==> src/rtl/traffic_pkg.sv <==
// Shared types and lane/pedestrian mapping for the intersection phase scheduler.
// PREEMPT_EN adds the HOLD state used by emergency-vehicle preemption.
package traffic_pkg;

  typedef enum logic [1:0] {
    ST_ALL_RED = 2'd0,
    ST_GREEN   = 2'd1,
    ST_YELLOW  = 2'd2
`ifdef PREEMPT_EN
    ,
    ST_HOLD    = 2'd3
`endif
  } state_e;

  localparam logic [1:0] SS_STRAIGHT = 2'd0;
  localparam logic [1:0] SS_TURN     = 2'd1;
  localparam logic [1:0] CS_STRAIGHT = 2'd2;
  localparam logic [1:0] CS_TURN     = 2'd3;

  // Phase served by pedestrian crossing j.
  function automatic logic [1:0] ped_phase(input logic j);
    return j ? CS_STRAIGHT : SS_STRAIGHT;
  endfunction

  // Crossing bits served by phase p (inverse of ped_phase).
  function automatic logic [1:0] ped_mask(input logic [1:0] p);
    return {p == CS_STRAIGHT, p == SS_STRAIGHT};
  endfunction

  function automatic logic [3:0] lane_mask(input logic [1:0] p);
    return 4'b0001 << p;
  endfunction

endpackage

==> src/rtl/rr_phase_picker.sv <==
// Combinational round-robin picker: scans phase+1 .. phase+4 (mod 4) and
// returns the first requesting lane, or lane 0 when nothing is requested.
module rr_phase_picker
  import traffic_pkg::*;
(
  input  logic [3:0] req_i,
  input  logic [1:0] phase_i,
  output logic [1:0] pick_o
);

  logic       found;
  logic [1:0] idx;

  // First set request at or after phase+1, wrapping back to the current phase.
  always_comb begin
    pick_o = SS_STRAIGHT;
    found  = 1'b0;
    idx    = '0;
    for (int unsigned k = 1; k <= 4; k++) begin
      idx = phase_i + 2'(k);
      if (!found && req_i[idx]) begin
        pick_o = idx;
        found  = 1'b1;
      end
    end
  end

endmodule

==> src/rtl/phase_scheduler.sv <==
// Demand-driven traffic phase scheduler: latches car/pedestrian requests,
// picks phases round-robin and sequences GREEN -> YELLOW -> ALL_RED with
// sensor-extended green bounded by minimum and maximum times.
// Optional macro PREEMPT_EN adds the preempt input and a HOLD state.
module phase_scheduler
  import traffic_pkg::*;
#(
  parameter int GREEN_MIN    = 10,
  parameter int GREEN_MAX    = 60,
  parameter int YELLOW_TIME  = 4,
  parameter int ALL_RED_TIME = 2,
  parameter int WALK_TIME    = 8,
  parameter int TIMER_W      = 8
) (
  input  logic               clk,
  input  logic               rst,
  input  logic               tick_1s,
  input  logic [3:0]         car_sensor,
  input  logic [1:0]         ped_button,
`ifdef PREEMPT_EN
  input  logic               preempt,
`endif
  output logic [3:0]         green,
  output logic [3:0]         yellow,
  output logic [3:0]         red,
  output logic [1:0]         walk,
  output logic [1:0]         phase,
  output logic [TIMER_W-1:0] interval_timer
);

  localparam int GMIN_PED = (WALK_TIME > GREEN_MIN) ? WALK_TIME : GREEN_MIN;
  localparam logic [TIMER_W-1:0] T_GMIN     = TIMER_W'(GREEN_MIN);
  localparam logic [TIMER_W-1:0] T_GMIN_PED = TIMER_W'(GMIN_PED);
  localparam logic [TIMER_W-1:0] T_GMAX     = TIMER_W'(GREEN_MAX);
  localparam logic [TIMER_W-1:0] T_YELLOW   = TIMER_W'(YELLOW_TIME);
  localparam logic [TIMER_W-1:0] T_ALLRED   = TIMER_W'(ALL_RED_TIME);
  localparam logic [TIMER_W-1:0] T_WALK     = TIMER_W'(WALK_TIME);

  state_e             state_q, state_d;
  logic [TIMER_W-1:0] timer_q, timer_d;
  logic [1:0]         phase_q, phase_d;
  logic [3:0]         req_q, req_d;
  logic [1:0]         ped_req_q, ped_req_d;
  logic               ped_srv_q, ped_srv_d;
  logic [3:0]         green_q, green_d, yellow_q, yellow_d, red_q, red_d;
  logic [1:0]         walk_q, walk_d;

  logic [1:0]         pick;
  logic               enter_green;
  logic [TIMER_W-1:0] t1;
  logic [TIMER_W-1:0] eff_min;
  logic               other_req;
  logic [3:0]         car_set, ped_lanes, req_clr;
  logic [1:0]         ped_set, ped_now, ped_clr;

  rr_phase_picker u_picker (
    .req_i   (req_q),
    .phase_i (phase_q),
    .pick_o  (pick)
  );

  // Next state, request latches and registered lamp values.
  // Lamps are computed from the next-state values so they change on the
  // same edge as the state itself.
  always_comb begin
    state_d     = state_q;
    phase_d     = phase_q;
    ped_srv_d   = ped_srv_q;
    enter_green = 1'b0;

    t1        = (&timer_q) ? timer_q : timer_q + TIMER_W'(1);
    eff_min   = ped_srv_q ? T_GMIN_PED : T_GMIN;
    other_req = |(req_q & ~lane_mask(phase_q));

    unique case (state_q)
      ST_ALL_RED: begin
        if (tick_1s) begin
`ifdef PREEMPT_EN
          if (preempt) begin
            state_d = ST_HOLD;
          end else
`endif
          if (t1 >= T_ALLRED) begin
            state_d     = ST_GREEN;
            phase_d     = pick;
            enter_green = 1'b1;
            ped_srv_d   = |(ped_mask(pick) & ped_req_q);
          end
        end
      end
      ST_GREEN: begin
        if (tick_1s) begin
`ifdef PREEMPT_EN
          if (preempt) begin
            state_d = ST_YELLOW;
          end else
`endif
          if (t1 >= eff_min && other_req &&
              (!car_sensor[phase_q] || t1 >= T_GMAX)) begin
            state_d = ST_YELLOW;
          end
        end
      end
      ST_YELLOW: begin
        if (tick_1s && t1 >= T_YELLOW) state_d = ST_ALL_RED;
      end
`ifdef PREEMPT_EN
      ST_HOLD: begin
        if (tick_1s && !preempt) state_d = ST_ALL_RED;
      end
`endif
      default: state_d = ST_ALL_RED;
    endcase

    if (state_d != state_q) timer_d = '0;
    else if (tick_1s)       timer_d = t1;
    else                    timer_d = timer_q;

    // Car demand on the lane currently green is not latched; pedestrian
    // presses are ignored while their own walk lamp is lit.
    car_set   = car_sensor & ~((state_q == ST_GREEN) ? lane_mask(phase_q) : 4'b0000);
    ped_set   = ped_button & ~walk_q;
    ped_now   = ped_req_q | ped_set;
    ped_lanes = '0;
    ped_lanes[ped_phase(1'b0)] = ped_now[0];
    ped_lanes[ped_phase(1'b1)] = ped_now[1];
    req_clr   = enter_green ? lane_mask(pick) : '0;
    ped_clr   = enter_green ? ped_mask(pick) : '0;
    req_d     = (req_q | car_set | ped_lanes) & ~req_clr;
    ped_req_d = ped_now & ~ped_clr;

    green_d  = (state_d == ST_GREEN)  ? lane_mask(phase_d) : '0;
    yellow_d = (state_d == ST_YELLOW) ? lane_mask(phase_d) : '0;
    red_d    = ~(green_d | yellow_d);
    walk_d   = (state_d == ST_GREEN && ped_srv_d && timer_d < T_WALK) ?
               ped_mask(phase_d) : '0;
  end

  // State, timer, request and lamp registers.
  always_ff @(posedge clk or posedge rst) begin
    if (rst) begin
      state_q   <= ST_ALL_RED;
      timer_q   <= '0;
      phase_q   <= CS_TURN;
      req_q     <= '0;
      ped_req_q <= '0;
      ped_srv_q <= 1'b0;
      green_q   <= '0;
      yellow_q  <= '0;
      red_q     <= '1;
      walk_q    <= '0;
    end else begin
      state_q   <= state_d;
      timer_q   <= timer_d;
      phase_q   <= phase_d;
      req_q     <= req_d;
      ped_req_q <= ped_req_d;
      ped_srv_q <= ped_srv_d;
      green_q   <= green_d;
      yellow_q  <= yellow_d;
      red_q     <= red_d;
      walk_q    <= walk_d;
    end
  end

  assign green          = green_q;
  assign yellow         = yellow_q;
  assign red            = red_q;
  assign walk           = walk_q;
  assign phase          = phase_q;
  assign interval_timer = timer_q;

endmodule

==> config.mk <==
export PLATFORM = sky130hd
export DESIGN_NAME = phase_scheduler
export DESIGN_NICKNAME = d
export VERILOG_FILES = /design/src/rtl/traffic_pkg.sv /design/src/rtl/rr_phase_picker.sv /design/src/rtl/phase_scheduler.sv
export SDC_FILE = /design/constraint.sdc
export NUM_CORES = 1
export LEC_CHECK = 0
export ABC_AREA = 1
export ABC_CLOCK_PERIOD_IN_PS = 2029
export CAP_MARGIN = 20
export CORE_MARGIN = 2
export CORE_UTILIZATION = 50
export CTS_BUF_LIST = sky130_fd_sc_hd__clkbuf_4 sky130_fd_sc_hd__clkbuf_8
export CTS_CLUSTER_DIAMETER = 100
export DETAILED_ROUTE_END_ITERATION = 10
export PLACE_DENSITY = 0.87
export RECOVER_POWER = 25
export SETUP_SLACK_MARGIN = 0.05
export SYNTH_ARGS = -nofsm -noshare
export SYNTH_HDL_FRONTEND = slang
export SYNTH_SLANG_ARGS = --single-unit
==> constraint.sdc <==
create_clock -name clk -period 2.03 [get_ports clk]
set_input_delay 0.406 -clock clk [delete_from_list [all_inputs] [get_ports clk]]
set_output_delay 0.406 -clock clk [all_outputs]
set_load 0.05 [all_outputs]
==> impl_metrics.yaml <==
min_path:
  hp-class: "register to register"
  worst_hold_path.num_cells: 2
  min_to: "ped_req_q[1]"
  hold_path_startpoint: "ped_req_q[1]"
timing:
  clock_skew_ns: 0.0118
  rsz0062_at_grt: "yes"
  hold_viol_final: 0
  fin_ws_ns: -0.664
  finalSetupViolations: 33
  max_slew_margin: 0.402
  slew_violations: 0
  timing.final.crit_share: 1.33
  worst_pin_slew_ns: 0.897
  min_period_ns: 2.69
  max_freq_mhz: 371
  fin_hold_ws_ns: 0.637
synth:
  synth_fa_ha_area_frac: 0.0313
  synthMuxAreaShare: 0
  ys_seq_area_frac: 0.417
  synth_top_area_share: 0.338
  ys_async_sr_fraction: 1.00
  synthTopCellsByCount: "nand2_1 (80), inv_1 (39), nor2_1 (36)"
  synth_edf_count: 0
  synth-simple-area-share: 0.355
  synth_largest_area_cell: "dfrtp_1"
  synthesis.nets: 292
  synth_xor_area_frac: 0.00876
  synth.distinct_cells: 31
  syn_area_um2: 2000
  synth-main-ff-cell: "dfrtp_1"
  synth_seq_cells: 33
  yosysMostFrequentCell: "nand2_1"
  synth_area_leaders: "dfrtp_1 (34%), nand2_1 (15%), dfstp_2 (7.9%)"
  synth_compound_gate_area_share: 0.0939
  synth_top_family_by_area: "simple AND/OR/NAND/NOR gates"
  ys_warn_count: 0
  netlist_instances: 278
  syn_avg_cell_area_um2: 7.19
placement:
  placed_cells: 388
  globalplace.congestion: 0.868
  post-place-ws_ns: -0.214
  dp_hpwl_um: 3960
  portBuffers: 32
clock_tree:
  cts_hold_buf: 0
  cts_tree: "done"
  cts_root_buffer: "clkbuf_8"
  cts.clk_slew.worst_paths_ns: 0.09
  h-tree-depth: 2
  clk_latency_ns: 0.32
  cts_buffer_depth: 2
  numCtsBuffers: 5
  cts.sink_count: 33
worst_setup_path:
  rr_worst_depth: 19
  path_cells: "ha_4, nand2_4, nor2_4, nand2_4, nand2_4, nand2_4, nand2_1, nand2_1, nand2_1, nand2_1, nand2_1, nand2_1, nand2_2, nand2_4, nand3_4, nand2_1, nor2_1, nand2_2, nor2_2"
  path_delay_family: "simple AND/OR/NAND/NOR gates"
  crit_path_top_delay_cell: "dfrtp_2"
  rr_startpoint: "interval_timer[1]"
  crit_type: "register to register"
  worstPathMaxFanout: 6
  r2r_slack_ns: -0.66
  worstPathRequired_ns: 2.28
  crit_top_cell: "nand2_1"
  max_stage_delay_ns: 0.43
  reg2reg_to: "walk[1]"
  cp.buffers_inverters: 0
  worst_setup_path_start_kind: "register"
  end_kind: "register"
  cp-startpoint: "interval_timer[1]"
  arrival_ns: 2.94
floorplan:
  die_area_um2: 4520
  die_x_um: 67.2
  core_area_um2: 3740
  rows: 22
  initial_core_util: 0.534
  io_pins: 33
  die_h_um: 67.2
global_route:
  gr-total-overflow: 0
  antenna_found_initial: 0
  grt_pass1_vias: 2356
  grt_pass1_wl_um: 11800
  grt_max_degree: 34
  track_usage: 0.362
route:
  wl_um: 11700
  drcViolationCount: 0
  num_vias: 2943
  wl_per_cell_um: 27.3
  drt_iter0_markers: 768
  ant_nets: 0
  dr.pass1.iters: 10
  viasPerCell: 6.89
layout:
  nets: 392
  multiInputGateArea_um2: 1510
  diodes: 0
  nFillCells: 91
  final_cells: 427
  drive_gt1_frac: 0.557
  syn_to_final_growth_pct: 78.1
  seq_area_um2: 846
run_status:
  outcome: "complete, but fails checks"
  violations: "setup timing"
flow_run:
  drv_cap: 0
## timing repair
action                     in CTS  in global routing
resized for setup              62                 88
buffers inserted               15                 21
cloned                          1                  0
pin swaps                      32                 40
setup endpoints to repair      28                 34
## sequential cells by signal, indices dropped and copies added, names as in the netlist
name and cells:
green 4, interval_timer 8, ped_req_q 2, ped_srv_q 1, phase 2, red 4, req_q 4, state_q 2
walk 2, yellow 4
## layer usage
metal | vias to the layer above | global-route usage | share of wire
met5 | - | 0 | 0
met4 | 0 | 0.224 | 0.12
met3 | 162 | 0.0833 | 0.13
met2 | 364 | 0.629 | 0.43
met1 | 1347 | 0.399 | 0.31
li1 | 1070 | - | -
## metrics by stage
step | area, µm² | util | TNS [ns]
4_1_cts | 3090 | 0.825 | -1.08
6_report | 3560 | 0.951 | -13.92
3_5_place_dp | 2660 | 0.710 | -2.40
2_1_floorplan | 2060 | - | -4.11
3_3_place_gp | 2660 | 0.710 | -1.08
5_1_grt | 3560 | 0.951 | -19.61
## area by class of cell
type / count / share of cell area
clock buffers: 5 / 0.0193
clock inverters: 3 / 0.0130
inverters: 45 / 0.0509
multi-input cells: 199 / 0.423
flip-flops and latches: 33 / 0.238
well taps: 48 / 0.0169
repair buffers: 94 / 0.240
## worst max path at each step
stage,cells past startpoint,endpoint,slack (ns)
6_report,19,walk[1],-0.66
5_1_grt,19,walk[1],-0.91
3_5_place_dp,15,red[0],-0.21
3_3_place_gp,16,walk[0],-0.14
2_1_floorplan,16,red[0],-0.29
4_1_cts,16,walk[0],-0.16
## worst min-delay path, cell delays in order, from the launching register on
cell and delay (ns):
dfrtp_1 0.39, a21oi_1 0.09, nor2_1 0.12
## kinds of logic (layout without fill, tap and decap cells)
family | Yosys count | in the layout
xor+xnor | 2 | 2
compound gates | 32 | 32
simple gates | 159 | 160
buf+inv | 47 | 147
fa+ha+maj | 5 | 5
flops | 33 | 33
## cell usage in the layout (no fill, tap or decap), types with 2 or more instances in the layout
master and instances:
nor2_2 11, nand2_1 44, ha_1 2, inv_2 13, inv_4 3, nor2_1 19
clkdlybuf4s50_1 21, buf_6 17, nand3_1 9, a21oi_2 4, a21oi_1 8, a21oi_4 2
dfstp_2 5, dfrtp_2 7, ha_4 2, nand3_2 9, inv_1 28, nand3_4 8
nand2_2 25, buf_4 50, o22ai_1 2, clkbuf_8 5, buf_12 2, dfrtp_1 20
nand2_4 18, o21ai_0 7, o21ai_4 2, nor2_4 16
Power is not shown: default switching activity piles up to over one toggle a cycle in this logic, so the estimate is an artifact.
